===== src/rtl/pattern_stream_generator.sv =====
// Serializes parallel words MSB-first onto a one-bit stream, alongside the
// 101/010 detector output a correct detector must produce for each bit.
module pattern_stream_generator #(
   parameter int unsigned WIDTH = 8,
   parameter int unsigned CNT_W = 8
) (
   input  logic             clock,
   input  logic             reset,
   input  logic             load_valid,
   output logic             load_ready,
   input  logic [WIDTH-1:0] load_data,
   input  logic             hist_clr,
   output logic             o,
   output logic             o_valid,
   output logic [1:0]       o_expect,
   output logic             done,
   output logic [CNT_W-1:0] cnt101,
   output logic [CNT_W-1:0] cnt010
);

   localparam int unsigned BCNT_W = $clog2(WIDTH);

   typedef enum logic {
      S_IDLE,
      S_SHIFT
   } state_t;

   state_t             r_state,  w_state;
   logic [WIDTH-1:0]   r_shift,  w_shift;
   logic [BCNT_W-1:0]  r_bitcnt, w_bitcnt;
   logic [1:0]         r_h,      w_h;
   logic [1:0]         r_hcnt,   w_hcnt;
   logic               r_o,      w_o;
   logic               r_o_valid, w_o_valid;
   logic [1:0]         r_expect, w_expect;
   logic               r_done,   w_done;
   logic [CNT_W-1:0]   r_cnt101, w_cnt101;
   logic [CNT_W-1:0]   r_cnt010, w_cnt010;

   logic               w_present;
   logic               w_bit;
   logic [1:0]         w_h_base;
   logic [1:0]         w_hcnt_base;

   // State and registered outputs
   always_ff @(posedge clock) begin
      if (reset) begin
         r_state   <= S_IDLE;
         r_shift   <= '0;
         r_bitcnt  <= '0;
         r_h       <= 2'b00;
         r_hcnt    <= 2'd0;
         r_o       <= 1'b0;
         r_o_valid <= 1'b0;
         r_expect  <= 2'b00;
         r_done    <= 1'b0;
         r_cnt101  <= '0;
         r_cnt010  <= '0;
      end else begin
         r_state   <= w_state;
         r_shift   <= w_shift;
         r_bitcnt  <= w_bitcnt;
         r_h       <= w_h;
         r_hcnt    <= w_hcnt;
         r_o       <= w_o;
         r_o_valid <= w_o_valid;
         r_expect  <= w_expect;
         r_done    <= w_done;
         r_cnt101  <= w_cnt101;
         r_cnt010  <= w_cnt010;
      end
   end

   // Next-state, serializer and reference-detector logic
   always_comb begin
      w_state     = r_state;
      w_shift     = r_shift;
      w_bitcnt    = r_bitcnt;
      w_h         = r_h;
      w_hcnt      = r_hcnt;
      w_o         = r_o;
      w_o_valid   = r_o_valid;
      w_expect    = r_expect;
      w_done      = 1'b0;
      w_cnt101    = r_cnt101;
      w_cnt010    = r_cnt010;
      w_present   = 1'b0;
      w_bit       = 1'b0;
      w_h_base    = r_h;
      w_hcnt_base = r_hcnt;

      case (r_state)
         S_IDLE: begin
            w_o       = 1'b0;
            w_o_valid = 1'b0;
            w_expect  = 2'b00;
            // Clear lands before the first bit of a same-edge handshake
            if (hist_clr) begin
               w_h_base    = 2'b00;
               w_hcnt_base = 2'd0;
               w_h         = 2'b00;
               w_hcnt      = 2'd0;
            end
            if (load_valid) begin
               w_present = 1'b1;
               w_bit     = load_data[WIDTH-1];
               w_shift   = {load_data[WIDTH-2:0], 1'b0};
               w_bitcnt  = BCNT_W'(WIDTH - 1);
               w_state   = S_SHIFT;
            end
         end
         S_SHIFT: begin
            if (r_bitcnt == '0) begin
               w_o       = 1'b0;
               w_o_valid = 1'b0;
               w_expect  = 2'b00;
               w_done    = 1'b1;
               w_state   = S_IDLE;
            end else begin
               w_present = 1'b1;
               w_bit     = r_shift[WIDTH-1];
               w_shift   = {r_shift[WIDTH-2:0], 1'b0};
               w_bitcnt  = r_bitcnt - BCNT_W'(1);
            end
         end
         default: w_state = S_IDLE;
      endcase

      if (w_present) begin
         w_o       = w_bit;
         w_o_valid = 1'b1;
         w_expect  = 2'b00;
         if (w_hcnt_base == 2'd2) begin
            if (w_h_base == 2'b10 && w_bit) begin
               w_expect = 2'b10;
               w_cnt101 = r_cnt101 + CNT_W'(1);
            end else if (w_h_base == 2'b01 && !w_bit) begin
               w_expect = 2'b01;
               w_cnt010 = r_cnt010 + CNT_W'(1);
            end
         end
         w_h = {w_h_base[0], w_bit};
         if (w_hcnt_base != 2'd2) begin
            w_hcnt = w_hcnt_base + 2'd1;
         end
      end
   end

   assign load_ready = (r_state == S_IDLE);
   assign o          = r_o;
   assign o_valid    = r_o_valid;
   assign o_expect   = r_expect;
   assign done       = r_done;
   assign cnt101     = r_cnt101;
   assign cnt010     = r_cnt010;

endmodule


===== config.mk =====
export PLATFORM = sky130hd
export DESIGN_NAME = pattern_stream_generator
export DESIGN_NICKNAME = d
export VERILOG_FILES = /design/src/rtl/pattern_stream_generator.sv
export SDC_FILE = /design/constraint.sdc
export NUM_CORES = 1
export LEC_CHECK = 0
export BUFFER_PORTS_ARGS = -buffer_cell sky130_fd_sc_hd__buf_2
export CAP_MARGIN = 20
export CORE_MARGIN = 2
export CORE_UTILIZATION = 45
export CTS_CLUSTER_SIZE = 28
export DETAILED_ROUTE_END_ITERATION = 12
export GPL_ROUTABILITY_DRIVEN = 0
export PLACE_DENSITY_LB_ADDON = 0.2
export SETUP_SLACK_MARGIN = 0.15
export SLEW_MARGIN = 20
export SYNTH_ARGS = -nofsm -noshare
export SYNTH_HDL_FRONTEND = slang
export SYNTH_SLANG_ARGS = --single-unit

===== constraint.sdc =====
create_clock -name clock -period 2.1 [get_ports clock]
set_input_delay 0.42 -clock clock [delete_from_list [all_inputs] [get_ports clock]]
set_output_delay 0.42 -clock clock [all_outputs]
set_load 0.02 [all_outputs]

Word level (Yosys, flattened, before mapping)
Cells that the tools add are included.
{ "op_classes": {"n_reduce_logical": 8, "eq_ne": 7, "n_mux": 30, "add_sub_neg": 4, "n_bitwise": 2} }
{ "op_table": {"columns": ["cell", "count"], "rows": [
  ["2-bit 2-to-1 mux", 11],
  ["8-bit by 1-bit adder with 8-bit output (second input constant)", 2],
  ["8-bit 2-to-1 mux", 2],
  ["8-bit one-hot mux with 2 select lines", 1],
  ["1-bit 2-to-1 mux", 9],
  ["3-bit 2-to-1 mux", 2],
  ["2-bit != test (second input constant)", 3],
  ["1-bit one-hot mux with 2 select lines", 3],
  ["3-bit one-hot mux with 2 select lines", 1],
  ["2-bit equality test (second input constant)", 2],
  ["2-bit one-hot mux with 2 select lines", 1],
  ["4-bit AND reduction", 1],
  ["3-bit logical NOT", 1],
  ["3-bit by 1-bit != test with 1-bit output (second input constant)", 1],
  ["3-bit AND reduction", 1],
  ["3-bit by 1-bit subtractor with 3-bit output (second input constant)", 1],
  ["2-bit by 1-bit adder with 2-bit output (second input constant)", 1],
  ["2-bit by 1-bit equality test with 1-bit output (second input constant)", 1],
  ["1-bit logical AND", 2],
  ["1-bit inverter", 2],
  ["2-bit AND reduction", 1],
  ["2-bit OR reduction", 1],
  ["1-bit logical NOT", 1]
]} }
{ "totals": {"regBits": 37, "output_inout_bits": 22} }

Logic depth before layout (Yosys ltp)
{ "logic_depth": {"ltp_word": 9, "ltp_mapped": 10, "ltp_nobuf": 7} }

Worst setup path before layout
OpenSTA, ideal clock, no wires.
{ "synth_timing": {"path_type": "in2reg", "start": "in hist_clr", "end": "reg r_cnt010[0], in the netlist cnt010[0]", "setup_ns": 0.121, "t_required_ns": 1.979, "setup_slack_ns": 0.085, "arrival_time_ns": 1.895, "n_path_buf": 1, "stages": 7, "path_cell_list": "or2b_1 > buf_6 > nand2_1 > ha_1 > nand4b_2 > nor3_1 > mux2_2"} }
{ "synth_via": {"elab_chain_len": 6, "elab_cells_between_ends": 11} }
{ "synth_rtl": {"columns": ["item", "line_no", "rtl"], "rows": [
  ["start, declared", "12", "input logic hist_clr,"],
  ["2-bit 2-to-1 mux", null, null],
  ["2-bit 2-to-1 mux", "92", "case (r_state)"],
  ["2-bit equality test", "134", "if (w_h_base == 2'b10 && w_bit) begin"],
  ["1-bit logical AND", "134", null],
  ["1-bit inverter (no line)", null, null],
  ["4-bit AND reduction (no line) *", null, null],
  ["end signal, assigned", "70", "r_cnt010 <= w_cnt010;"],
  ["end, declared", "38", "logic [CNT_W-1:0] r_cnt010, w_cnt010;"]
]} }
Mark *: on every way between the ends. The rest lies on a longest branch, timed or not.
A chain may end at the register's enable or synchronous reset.

Worst setup path after layout
{ "layout_timing": {"start": "reg r_bitcnt[0]", "end": "reg r_cnt010[6], in the netlist cnt010[6]"} }
{ "layout_via": {"elab_chain_len": 6, "elab_cells_between_ends": 10} }
{ "layout_rtl": {"columns": ["item", "line_no", "rtl"], "rows": [
  ["start, declared", "30", "logic [BCNT_W-1:0] r_bitcnt, w_bitcnt;"],
  ["start signal, assigned", "62", "r_bitcnt <= w_bitcnt;"],
  ["3-bit logical NOT *", "113", "if (r_bitcnt == '0) begin"],
  ["1-bit 2-to-1 mux", "113", null],
  ["1-bit one-hot mux with 2 select lines", "92", null],
  ["1-bit logical NOT / 1-bit logical AND (equally long branches)", "137, 134", null],
  ["1-bit logical AND / 1-bit inverter (equally long branches)", null, null],
  ["4-bit AND reduction (no line) *", null, null]
]} }
Marked as above.

==> reports/qor.json <==
{
  "outcome": "completed",
  "number_of_max_slew_violations_in_the_final_report": 0,
  "ios": 34,
  "nets": 249,
  "synth.cell_area_sq_um": 1750,
  "worst-endpoint-required_ns": 2.27,
  "commonest_cells_after_routing_fill_and_taps_aside": "dfxtp_1 (36), buf_2 (33), nor2_1 (18), nand2_1 (12), a21oi_1 (12)",
  "postSynthCellCount": 192,
  "detailedRoute.firstIterationViolations": 94,
  "synth_nets": 210,
  "detail_route.wl_per_cell_microns": 13.2,
  "min_period_ns": 1.85,
  "tritoncts.num_buffers": 5,
  "cts.clk_slew.worst_paths_ns": 0.07,
  "clock-skew-final_ns": 0.00598,
  "core_footprint_sq_um": 3720,
  "vias_in_the_first_global_route": 1285,
  "largest_net_degree_at_the_start_of_global_routing": 37,
  "grt_setup_unrepaired": "no",
  "endpoint_kind": "flop",
  "grt_overflow": 0,
  "number_of_hold_buffers_added_after_cts": 0,
  "die_w_microns": 66.4,
  "area.growth.synth_to_final_pct": 21.3,
  "portBuffers": 33,
  "num_antenna_cells": 0,
  "nFillCells": 351,
  "yosys_register_bits": 36,
  "max-cap-violations": 0,
  "hold_class": "input port to flop",
  "clock_tree_from_tritoncts": "done",
  "clock_latency_ns": 0.29,
  "worst_setup_path_startpoint": "r_bitcnt[0]$_SDFFE_PP0P_",
  "synth-warning-count": 0,
  "floorplan.die_area_sq_um": 4410,
  "clk_path_buf_depth": 2,
  "floorplan.initialDensity": 0.472,
  "cts.sink_count": 36,
  "number_of_antenna_violations_at_the_first_check_in_global_routing": 0,
  "ir_drop_uv": 291,
  "max_freq_ghz": 0.540,
  "clock-root-buffer": "clkbuf_8",
  "ant_nets": 0,
  "grt_pass1_wl_microns": 5960,
  "aggregate_routed_wire_length_microns": 3700,
  "layout_commonest_cell": "dfxtp_1",
  "worst_slew_pin_slew_ns": 0.612,
  "power.total_mw": 1.46,
  "setup_viol": 0,
  "p_leak_nw": 0.888,
  "syn-mean-instance-area_sq_um": 9.13,
  "min_from": "hist_clr",
  "gr-usage-all-layers": 0.179,
  "ctsHtreeMaxLevel": 2,
  "timing.max_slew.rel_slack": 0.592,
  "worst_reg2reg_startpoint": "r_bitcnt[0]$_SDFFE_PP0P_",
  "finalHoldViolations": 0,
  "die_height_microns": 66.4,
  "critPathArrivalTime_ns": 2.02,
  "worstSetupStartpointType": "flop",
  "drtPass1Iterations": 4,
  "timing.final.crit_share": 0.881,
  "dpl.hpwl_microns": 2510,
  "power.density_cell_area_nw_per_um2": 687,
  "synth.distinct_cells": 41,
  "vias": 1527,
  "final_layout_size_suffix_gt1_frac": 0.306,
  "setup_tns_ns": 0,
  "yosysSeqAreaShare": 0.411,
  "drc": 0,
  "critical_path_class": "flop to flop",
  "num_rows": 22,
  "critPathMaxFanout": 8,
  "post_drt_via_cell_ratio": 5.45
}
[final cells by class]
type	instances	area [sq um]	area share
Clock buffer	8	90.1	0.0424
Multi-Input combinational cell	138	986	0.464
Tap cell	48	60.1	0.0282
Inverter	6	22.5	0.0106
Sequential cell	36	721	0.339
Timing Repair Buffer	44	248	0.116
[timing repair]
action / in CTS / in global routing
endpoints found under the setup margin: 0 / 9
resized for setup: 0 / 6
setup buffers: 0 / 0
[final timing paths]
| kind | end | cells past startpoint | slack (ns) |
|---|---|---|---|
| worst min register to register | r_hcnt[0]$_SDFF_PP0_ | 2 | 0.48 |
| worst max-delay path | cnt010[6]$_SDFFE_PP0P_ | 6 | 0.25 |
| worst max register to register | cnt010[6]$_SDFFE_PP0P_ | 6 | 0.25 |
| worst min-delay path | flop | 2 | 0.34 |
[per-layer routing]
metal / vias up / track usage / wire length, microns
li1: 780 / - / -
met1: 713 / 0.242 / 1790
met2: 30 / 0.256 / 1720
met3: 4 / 0.0562 / 145
met4: 0 / 0.0842 / 47
met5: - / 0 / 0
[critical path: stages, from the launching register on]
cell,delay (ns)
dfxtp_1,0.32
inv_1,0.08
ha_2,0.22
nand2b_4,0.09
a32o_2,0.36
nor4_2,0.31
mux2_2,0.36
[state kept, by name, summed over array words and instances, names as in the netlist, 2 cells and up, named ones only]
register  flops
cnt010        8
o_expect      2
r_bitcnt      3
r_shift       7
r_hcnt        2
cnt101        8
[synthesized netlist by cell type (all sizes together)]
library cell,n,share of area
dfxtp,36,0.41
nor2,18,0.039
a21oi,13,0.039
nand2,12,0.026
nor2b,10,0.040
mux2,8,0.051
nand3,8,0.026
nor4,8,0.029
mux2i,7,0.040
a211oi,6,0.026
buf,6,0.028
clkbuf,6,0.013
ha,6,0.043
inv,6,0.013
nor3,5,0.014
nand2b,4,0.019
o31ai,4,0.017
or4,4,0.017
o21ai,3,0.0086
and3,2,0.0071
and4,2,0.010
nand4,2,0.0071
o2111ai,2,0.010
or3,2,0.0071
a21o,1,0.0043
a221oi,1,0.0050
a22oi,1,0.0043
a311oi,1,0.0050
a31oi,1,0.0036
a32o,1,0.0057
a32oi,1,0.0050
and4b,1,0.0057
nand3b,1,0.0043
nand4b,1,0.0086
or2b,1,0.0043
or3b,1,0.0050
[logic make-up (layout without fill, tap and decap cells)]
group | Yosys count | after routing | synth area share
AOI/OAI and AO/OA | 35 | 35 | 0.133
adders and majority gates | 6 | 6 | 0.0428
buffers and inverters | 18 | 58 | 0.0535
DFF | 36 | 36 | 0.411
muxes | 15 | 15 | 0.0914
and+or+nand+nor | 82 | 82 | 0.268
[stage by stage]
| step | cell area, sq um | hold slack (ns) | worst slack (ns) | cells | utilization |
|---|---|---|---|---|---|
| 3_3_place_gp | 2010 | 0.462 | 0.0847 | 272 | 0.540 |
| 2_1_floorplan | 1770 | 0.448 | 0.134 | 192 | - |
| 4_1_cts | 2100 | 0.333 | 0.173 | 280 | 0.564 |
| 5_1_grt | 2130 | 0.338 | 0.142 | 280 | 0.572 |
| 6_report | 2130 | 0.343 | 0.249 | 280 | 0.572 |
| 3_5_place_dp | 2010 | 0.471 | 0.0579 | 272 | 0.540 |
[power breakdown]
group	internal [mW]	total [mW]	switching [mW]	leakage, nW
clock	0.267	0.501	0.233	0.0455
combinational	0.0871	0.224	0.137	0.549
sequential	0.717	0.737	0.0201	0.294
total	1.07	1.46	0.391	0.888
Power figures use the tool's default switching activity.
